File: src/rtl/conv_pkg.sv
// Shared parameters and collector state encoding for the Conv result collector.
package conv_pkg;
  localparam int unsigned DATA_W    = 16;
  localparam int unsigned OUT_ROWS  = 6;
  localparam int unsigned OUT_COLS  = 6;
  localparam int unsigned ADDR_W    = 6;
  localparam int unsigned N_RESULTS = OUT_ROWS * OUT_COLS;

  typedef enum logic [1:0] {
    IDLE,
    COLLECT,
    FULL
  } coll_state_e;
endpackage

File: src/rtl/conv_result_ram.sv
// Result RAM: one write port, one registered read port returning old data on collision.
module conv_result_ram
  import conv_pkg::*;
(
  input  logic              clk,
  input  logic              rst_n,
  input  logic              we,
  input  logic [ADDR_W-1:0] wr_addr,
  input  logic [DATA_W-1:0] wr_data,
  input  logic              rd_en,
  input  logic [ADDR_W-1:0] rd_addr,
  output logic [DATA_W-1:0] rd_data,
  output logic              rd_valid
);
  logic [DATA_W-1:0] mem [N_RESULTS];

  always_ff @(posedge clk) begin
    if (we) mem[wr_addr] <= wr_data;
  end

  // Out-of-range indices read as zero rather than aliasing into the array.
  always_ff @(posedge clk or negedge rst_n) begin
    if (!rst_n) begin
      rd_data  <= '0;
      rd_valid <= 1'b0;
    end else begin
      rd_valid <= rd_en;
      if (rd_en) rd_data <= (rd_addr < ADDR_W'(N_RESULTS)) ? mem[rd_addr] : '0;
    end
  end
endmodule

File: src/rtl/conv_result_collector.sv
// Captures one frame of Conv results in raster order and serves them on a read port.
// Optional CONV_MAX_TRACK_EN adds a running unsigned maximum (max_val/max_idx).
module conv_result_collector
  import conv_pkg::*;
(
  input  logic              clk,
  input  logic              rst_n,
  input  logic              st_in,
  input  logic [DATA_W-1:0] din,
  input  logic              clr,
  input  logic              rd_en,
  input  logic [ADDR_W-1:0] rd_addr,
  output logic [DATA_W-1:0] rd_data,
  output logic              rd_valid,
  output logic [ADDR_W-1:0] wr_count,
  output logic              frame_done,
  output logic              full,
  output logic              overflow
`ifdef CONV_MAX_TRACK_EN
  ,
  output logic [DATA_W-1:0] max_val,
  output logic [ADDR_W-1:0] max_idx
`endif
);
  localparam logic [ADDR_W-1:0] LAST = ADDR_W'(N_RESULTS - 1);

  coll_state_e       state, state_d;
  logic [ADDR_W-1:0] wr_ptr;
  logic              we;

  always_comb begin
    state_d = state;
    we      = 1'b0;
    if (clr) begin
      state_d = IDLE;
    end else begin
      case (state)
        IDLE: begin
          if (st_in) begin
            we      = 1'b1;
            state_d = COLLECT;
          end
        end
        COLLECT: begin
          if (st_in) begin
            we = 1'b1;
            if (wr_ptr == LAST) state_d = FULL;
          end
        end
        default: ;
      endcase
    end
  end

  // Pointer parks at LAST on the final write so wr_count saturates while full.
  always_ff @(posedge clk or negedge rst_n) begin
    if (!rst_n) begin
      state      <= IDLE;
      wr_ptr     <= '0;
      frame_done <= 1'b0;
      overflow   <= 1'b0;
    end else begin
      state <= state_d;
      if (clr) begin
        wr_ptr     <= '0;
        frame_done <= 1'b0;
        overflow   <= 1'b0;
      end else begin
        frame_done <= we && (wr_ptr == LAST);
        if (we && (wr_ptr != LAST)) wr_ptr <= wr_ptr + 1'b1;
        if ((state == FULL) && st_in) overflow <= 1'b1;
      end
    end
  end

  assign full     = (state == FULL);
  assign wr_count = wr_ptr;

`ifdef CONV_MAX_TRACK_EN
  // Strict compare keeps the earliest index on ties.
  always_ff @(posedge clk or negedge rst_n) begin
    if (!rst_n) begin
      max_val <= '0;
      max_idx <= '0;
    end else if (clr) begin
      max_val <= '0;
      max_idx <= '0;
    end else if (we && (din > max_val)) begin
      max_val <= din;
      max_idx <= wr_ptr;
    end
  end
`endif

  conv_result_ram u_ram (
    .clk      (clk),
    .rst_n    (rst_n),
    .we       (we),
    .wr_addr  (wr_ptr),
    .wr_data  (din),
    .rd_en    (rd_en),
    .rd_addr  (rd_addr),
    .rd_data  (rd_data),
    .rd_valid (rd_valid)
  );
endmodule

File: config.mk
export PLATFORM = sky130hd
export DESIGN_NAME = conv_result_collector
export DESIGN_NICKNAME = d
export VERILOG_FILES = /design/src/rtl/conv_pkg.sv /design/src/rtl/conv_result_ram.sv /design/src/rtl/conv_result_collector.sv
export SDC_FILE = /design/constraint.sdc
export NUM_CORES = 1
export LEC_CHECK = 0
export ABC_AREA = 1
export BUFFER_PORTS_ARGS = -buffer_cell sky130_fd_sc_hd__clkbuf_2
export CAP_MARGIN = 15
export CORE_MARGIN = 4
export CORE_UTILIZATION = 23
export CTS_BUF_LIST = sky130_fd_sc_hd__clkbuf_4
export CTS_CLUSTER_SIZE = 20
export DETAILED_ROUTE_END_ITERATION = 16
export PLACE_DENSITY = 0.44
export SLEW_MARGIN = 15
export SYNTH_ARGS = -nofsm -noshare
export SYNTH_HDL_FRONTEND = slang
export SYNTH_SLANG_ARGS = --single-unit
File: constraint.sdc
create_clock -name clk -period 4.4 [get_ports clk]
set_input_delay 0 -clock clk [delete_from_list [all_inputs] [get_ports clk]]
set_output_delay 0 -clock clk [all_outputs]
set_load 0.05 [all_outputs]
Yosys cells after proc, flatten, opt, wreduce, memory -nomap -nowiden --
Memory sizes are Yosys's and may differ from the RTL's. Index checks and enable logic that the tools add are counted.
Cells by class: muxes and demuxes 16, reductions and logical operators 9, $lt $le $gt $ge 1, eq/ne operators 7, add/subtract/negate cells 1
Operators by type and width (count):
- $mux W16 | 1
- $mux W6 | 2
- $ne A3 B3 Y1 const B | 3
- $mux W1 | 8
- $mux W2 | 4
- $add A6 B1 Y6 const B | 1
- $eq A6 B6 Y1 const B | 1
- $lt A6 B6 Y1 const B | 1
- $ne A6 B6 Y1 const B | 1
- $pmux W2 S2 | 1
- $reduce_and A4 Y1 | 1
- $reduce_bool A2 Y1 | 2
- $logic_and A1 B1 Y1 | 3
- $reduce_bool A3 Y1 | 1
- $eq A2 B1 Y1 const B | 1
- $eq A2 B2 Y1 const B | 1
- $logic_not A2 Y1 | 1
- $reduce_or A2 Y1 | 1
Storage, ports and cells: bits in registers 27, logic and storage cells 41, input bits 27, output and inout bits 26, memories 1, bits in writable memories 576
Memories:
- u_ram.mem | depth 36, width 16, read ports 1, clocked after memory_dff 0, wr ports 1, RTL line conv_result_ram.sv:15 | logic [DATA_W-1:0] mem [N_RESULTS];

Longest topological paths before layout --
Gate-level depths: netlist of the first run.
depth after elaboration 7, gate-level depth with buffers 15, gate-level depth less buffers 12

Cells and area by module --
From an unflattened synthesis of the first run, not the netlist that was laid out.
Second synthesis, totals: cell total of the unflattened synthesis 2312, area total of the unflattened synthesis 25170.4 um^2
Modules (own cells, without submodules):
- conv_result_ram | area each 24576.1 um^2, cells each 2236, instances 1, seq. area each 17722.0 um^2
- conv_result_collector | area each 594.3 um^2, cells each 76, instances 1, seq. area each 250.2 um^2

Least setup slack after synthesis of the first run --
OpenSTA, ideal clock, no wires.
path kind reg-to-reg, start register wr_ptr[4], in the netlist wr_count[4], end memory u_ram.mem[24][0], enable pin, setup slack 2.081 ns, clock period less this slack 2.319 ns, cell stages (with the launch flop) 4, arrival time 1.930 ns, cell sequence dfrtp_1 -> clkbuf_1 -> nand4_1 -> nor2_1
RTL lines:
- from (decl) | RTL line conv_result_collector.sv:28 | logic [ADDR_W-1:0] wr_ptr;
- from (signal assigned) | RTL line conv_result_collector.sv:70 | if (we && (wr_ptr != LAST)) wr_ptr <= wr_ptr + 1'b1;
- to (decl) | RTL line conv_result_ram.sv:15
No word-level cell before the write port.

Final worst setup path of the first run --
start input port rd_addr[0], end register u_ram.rd_data[10]
Between the ends: word-level cells in the longest chain between the ends 2
Ends and longest elaborated chain:
- from (decl) | RTL line conv_result_collector.sv:12 | input logic [ADDR_W-1:0] rd_addr,
- $mem_v2 Z36 W16 or $lt A6 B6 Y1 (tied branches)
- $mux W16 (*) | RTL line conv_result_ram.sv:28 | if (rd_en) rd_data <= (rd_addr < ADDR_W'(N_RESULTS)) ? mem[rd_addr] : '0;
- to (signal assigned) | RTL line conv_result_ram.sv:28
- to (decl) | RTL line conv_result_ram.sv:12 | output logic [DATA_W-1:0] rd_data,
Every way passes the cells marked *; elsewhere a longest branch is shown, timed or not. A chain may end at the register's enable or synchronous reset.

==> out/results.ini, run 1 <==
[yosys]
synth_top_area_share_pct = 69.5
synth_fp_nets = 2288
synth_largest_area_cell = edfxtp_1
ys_top_cells_by_area = edfxtp_1, nand2_1, nand3_1, nor2_1, dfrtp_1
async_reset_ff_share_pct = 4.48
yosys_warnings = 0
synth_seq_cells = 603
synthDistinctLibCells = 26
avgSynthCellArea_sq_um = 11.0
dominantRegCellSynth = edfxtp_1
syn_inst = 2260
synth_edf_count = 576
synth_area_sq_mm = 0.0249
seq_area_frac_synth_pct = 72.2

[floorplan]
fp.dieH_um = 337
rows = 120
chipWidth_um = 337
dieArea_sq_mm = 0.114
pin_count = 53
core_area_sq_mm = 0.107
initial_core_util_pct = 23.2

[setup_path]
crit_start = rd_addr[0]
reg2regPathDepth = 5
rrSetupSlack_ns = 1.92
cp.arrival_ns = 3.88
worstReg2RegStart = state[1]
end_kind = register
required_ns = 5.27
crit_fanout = 147
worst_setup_path_start_kind = input pin
criticalPathCategory = input pin to register
reg2reg_to = u_ram.mem[16][8]

[finish]
fin_nets = 2475
syn_to_final_growth_pct = 17.7
drive_gt1_share_pct = 14.8
fin_cells = 3970

[sta]
setup_slack_ns = 1.40
setup_viol = 0
fin_worst_skew_ns = 0.0511
timing.final.crit_share_pct = 68.3
worst_pin_slew_ns = 1.10
fmax_mhz = 333
slew_viol_final = 0
fin_setup_tns_ns = 0
rsz0062_at_grt = no
max_slew_margin_pct = 26.5
period_needed_ns = 3.00
finalHoldViolCount = 0

[flow_run]
max_cap_viol_count = 0

[placed_design]
post-dp-hpwl_um = 41900
placed_cells = 3644
pre_cts_slack_ns = 1.67
gp_congestion = 0.786
numPortBuffers = 52

[route]
drtAntennaViolNets = 0
wirelength_um = 75300
firstDrtPassIters = 6
drtIter0Drc = 1377
post-route-drc-count = 0
wire_per_inst_um = 19.0
num_vias = 17000
routed_via_density = 4.28

[power_and_ir_drop]
peakVddDrop_uv = 170
powerDensity_mw_per_mm2 = 425
p_leak_nw = 11.2

[cts]
cts_buffer_depth = 3
clkTransAtPathRegs_ns = 0.06
insertion_delay_ns = 0.99
cts_tree = done
hold_buffers = 38
cts_buffers = 165
cts_resized = 0
clock-sinks = 603
cts_setup_buffers = 0
cts_root_buffer = clkbuf_4
cts_max_level = 4

[status]
status = complete, no violations

[worst_hold_path]
min_path_cells = 6
hp-start = clr
whs_endpoint = state[0]
min-delay-path-class = input pin to register

[global_routing]
grt.overflow.total = 0
grtUsageMet3_pct = 3.58
grt_pass1_vias = 16800
use_met1_pct = 17.6
grtUsageTotal_pct = 13.2
top_usage_layer = met2
antenna_found_initial = 4
grt_pass1_wl_um = 110000
grtUsageMet2_pct = 20.7
grt_max_degree = 166

cell families after synthesis:
family / synth area share, %
buffers and inverters: 4.12
AOI/OAI and AO/OA: 2.72
and+or+nand+nor: 20.8
DFF: 72.2
xor gates and xnor gates: 0.106
adders and majority gates: 0.0503
through the flow:
step / power (mW) / hold WS [ns] / util [%] / area [sq um]
final: 12.4 / 0.169 / 27.3 / 29300
after CTS: 12.6 / 0.0550 / 27.3 / 29300
after detailed placement: 7.39 / 0.131 / 24.9 / 26700
after floorplan: 6.99 / -0.296 / - / 24900
after global routing: 13.0 / 0.134 / 27.3 / 29300
after global placement: 7.38 / 0.126 / 24.9 / 26700
synth_stat cells (2+ instances only):
| cell type | n |
|---|---|
| o22ai_1 | 6 |
| o21ai_0 | 70 |
| edfxtp_1 | 576 |
| clkinv_1 | 2 |
| nor2_1 | 205 |
| o221ai_1 | 12 |
| xor2_1 | 2 |
| a21oi_1 | 32 |
| buf_1 | 20 |
| inv_1 | 103 |
| buf_4 | 10 |
| nand4_1 | 2 |
| and3_1 | 5 |
| clkbuf_1 | 45 |
| buf_2 | 36 |
| buf_6 | 11 |
| o21ai_1 | 3 |
| nand2_1 | 861 |
| nand3_1 | 226 |
| dfrtp_1 | 27 |
where the power goes:
part	total (mW)	switching [mW]	leakage, nW	internal (mW)
Clock	5.16	2.32	1.27	2.84
Combinational	0.919	0.705	4.44	0.214
Sequential	6.37	0.0300	5.53	6.34
layout by cell type, fill, tap and decap left out, types with 5 or more instances in the layout:
cell	n
clkinvlp_4	6
clkinv_1	20
o22ai_1	6
nand2_1	861
inv_1	103
nand3_1	226
a21oi_1	32
dfrtp_1	27
nor2_1	201
and3_1	5
clkbuf_4	254
clkbuf_2	50
edfxtp_1	576
buf_4	49
o21ai_0	70
o221ai_1	12
dlygate4sd3_1	37
layout make-up:
| class | count | area (sq um) |
|---|---|---|
| Tap cell | 1403 | 1760 |
| Clock inverter | 32 | 249 |
| Sequential cell | 603 | 18000 |
| Inverter | 107 | 412 |
| Clock buffer | 254 | 1910 |
| Antenna cell | 1 | 2.50 |
| Fill cell | 11300 | 77900 |
| Timing Repair Buffer | 142 | 1100 |
| Multi-Input combinational cell | 1428 | 5910 |
critical path: stages:
cell	delay (ns)
dlygate4sd3_1	0.56
buf_8	0.39
inv_8	0.34
buf_12	0.36
nand2_1	0.08
nand3_1	0.07
nand3_1	0.10
nand2_1	0.05
dlygate4sd3_1	0.56
nor2_1	0.09
dlygate4sd3_1	0.55
nand2_1	0.13
nand2_1	0.12
nand2_1	0.09
nand2_1	0.10
nand2_1	0.05
worst max path at each step:
stage | end | slack (ns)
2_1_floorplan | u_ram.mem[24][0] | 2.08
3_3_place_gp | u_ram.rd_data[2] | 1.64
4_1_cts | u_ram.rd_data[12] | 1.38
3_5_place_dp | u_ram.rd_data[2] | 1.67
5_1_grt | u_ram.rd_data[12] | 1.21
6_report | u_ram.rd_data[10] | 1.40
sequential cells by signal (all words and copies together) (netlist names):
name,cells
u_ram.mem,576
u_ram.rd_data,16
wr_count,6
state,2
frame_done,1
overflow,1
u_ram.rd_valid,1
metal layers:
layer  vias up  wire length (um)
li1       8092                 -
met1      8298             34000
met2       490             34500
met3       106              4920
met4         0              1850
met5         -                 0
Note: power is estimated with default switching activity, not from simulation.
==> run 2: changes to the inputs <==
- PLACE_DENSITY: 0.44 -> 0.45
- clock period: 4.4 -> 2.6 ns (I/O delays scaled with it)
==> run 2 against run 1 <==
Compared with the run above: largest power group unchanged; total power rose by 70%; global-route usage increased by 0.35 points; non-clock buffer count is 28 higher; cell count up 0.98%; register-to-register slack worse by 1.6 ns; clock skew down 0.0069 ns.
==> out/results.ini, run 2 (synthesis results as in run 1) <==
[route]
drtIter0Drc = 1450
post-route-drc-count = 0
wirelength_um = 77500
num_vias = 17100
wire_per_inst_um = 19.3
routed_via_density = 4.26
firstDrtPassIters = 5
drtAntennaViolNets = 0

[floorplan]
rows = 120
core_area_sq_mm = 0.107
fp.dieH_um = 337
dieArea_sq_mm = 0.114
initial_core_util_pct = 23.2
chipWidth_um = 337
pin_count = 53

[finish]
layout_common_cells = nand2_1, edfxtp_1, clkbuf_4, nand3_1, nor2_1
multi_input_area_sq_mm = 0.00592
fin_nets = 2506
top_register = u_ram.mem
seq_area_sq_mm = 0.0180
syn_to_final_growth_pct = 19.3
mostFrequentLayoutCell = nand2_1
fin_area_sq_mm = 0.0297
drive_gt1_share_pct = 16.0
fin_cells = 4009
fillers = 11400
largest_reg_flops = 576

[sta]
setup_viol = 0
rsz0062_at_grt = no
finalHoldViolCount = 0
fin_worst_skew_ns = 0.0442
fmax_mhz = 398
worst_pin_slew_ns = 1.15
slew_viol_final = 0
fin_setup_tns_ns = 0
max_slew_margin_pct = 23.5
period_needed_ns = 2.51
timing.final.crit_share_pct = 96.6
whs_ns = 0.185

[placed_design]
placed_cells = 3671
post-dp-hpwl_um = 44200
gp_congestion = 0.807
place_area_sq_mm = 0.0271
numPortBuffers = 52

[setup_path]
end_kind = register
path_buf_inv = 9
crit_fanout = 17
path_delay_family = buffers and inverters
cp_common_cell = dlygate4sd3_1
cp.arrival_ns = 3.45
worst_setup_path_start_kind = input pin
required_ns = 3.54
criticalPathCategory = input pin to register
slowest_stage = dlygate4sd3_1
path_cells = dlygate4sd3_1 -> clkbuf_2 -> dlygate4sd3_1 -> clkinv_1 -> buf_4 -> a21oi_2 -> buf_4 -> nand2_1 -> dlygate4sd3_1 -> inv_1 -> nand2_1 -> dlygate4sd3_1 -> nand2_1
slowest_delay_ns = 0.56

[power_and_ir_drop]
swShare_pct = 24.8
p_total_mw = 21.2
p_leak_nw = 11.5
powerDensity_mw_per_mm2 = 713
power_frac_comb_pct = 7.8
p_int_mw = 15.9
seq_power_share_pct = 50.8
p_switching_mw = 5.25
peakVddDrop_uv = 355
clockPowerShare_pct = 41.3

[cts]
insertion_delay_ns = 1.00
cts_buffer_depth = 3
clock-sinks = 603
cts_max_level = 4
cts_root_buffer = clkbuf_4
cts_tree = done
clkTransAtPathRegs_ns = 0.06
cts_buffers = 168

[global_routing]
grtUsageMet3_pct = 3.36
use_met1_pct = 18.7
grt.overflow.total = 0
grt_pass1_vias = 16700
grtUsageTotal_pct = 13.5
antenna_found_initial = 3
grt_pass1_wl_um = 113000
grtUsageMet2_pct = 21.0
top_usage_layer = met2
grt_max_degree = 117

[status]
status = complete, no violations

[flow_run]
max_cap_viol_count = 0

[worst_hold_path]
min-delay-path-class = input pin to register

## run 2: layout make-up
type / instances / share of cell area [%]
diodes: 5 / 0.0421
clock buffers: 261 / 6.60
clock inverters: 32 / 0.674
inverters: 107 / 1.39
multi-input cells: 1428 / 20.0
flip-flops and latches: 603 / 60.5
well taps: 1403 / 5.91
repair buffers: 170 / 4.91
## run 2: per-stage QoR
stage                     util (%)  setup slack [ns]
after floorplan                  -             0.281
after global placement        25.3             0.362
after detailed placement      25.3             0.381
after CTS                     27.7             0.141
after global routing          27.7            0.0431
final                         27.7            0.0875
## run 2: power groups by stage
| stage | clock [mW] | combinational (mW) | sequential [mW] |
|---|---|---|---|
| finish | 8.75 | 1.66 | 10.8 |
| global route | 9.60 | 1.81 | 10.8 |
| CTS | 9.03 | 1.67 | 10.8 |
| detailed placement | 0 | 1.61 | 11.0 |
| global placement | 0 | 1.62 | 11.0 |
| floorplan | 0 | 0.734 | 11.1 |
## run 2: repair_timing
action                     CTS  global route
buffers inserted             0             0
hold buffers                39             0
gates resized for setup      0             1
hold endpoints to repair   629             0
setup endpoints to repair    0             2
## run 2: final timing paths
check / slack [ns] / depth (start not counted) / end / start
max in group asynchronous: 1.79 / 5 / wr_count[0] / rst_n
worst min register to register: 0.48 / 2 / u_ram.rd_data[7] / u_ram.rd_data[7]
worst max register to register: 0.35 / 6 / u_ram.mem[30][5] / state[1]
worst min-delay path: 0.18 / 3 / u_ram.mem[15][11] / din[11]
worst max-delay path: 0.09 / 13 / u_ram.rd_data[6] / rd_en
min in group asynchronous: 0.59 / 5 / u_ram.rd_data[14] / rst_n
## run 2: worst register-to-register path, cell delays in order, from the launching register on
cell and delay (ns):
dfrtp_1 0.36, inv_1 0.08, nand2_1 0.08, nor2_1 0.35
nand4_1 0.48, nor2_1 0.27, buf_4 0.29
## run 2: routing by layer
layer | part of all wire, % | vias to the layer above
met4 | 1.6 | 0
met5 | 0 | -
li1 | - | 8155
met3 | 6.1 | 92
met1 | 46 | 8359
met2 | 46 | 469
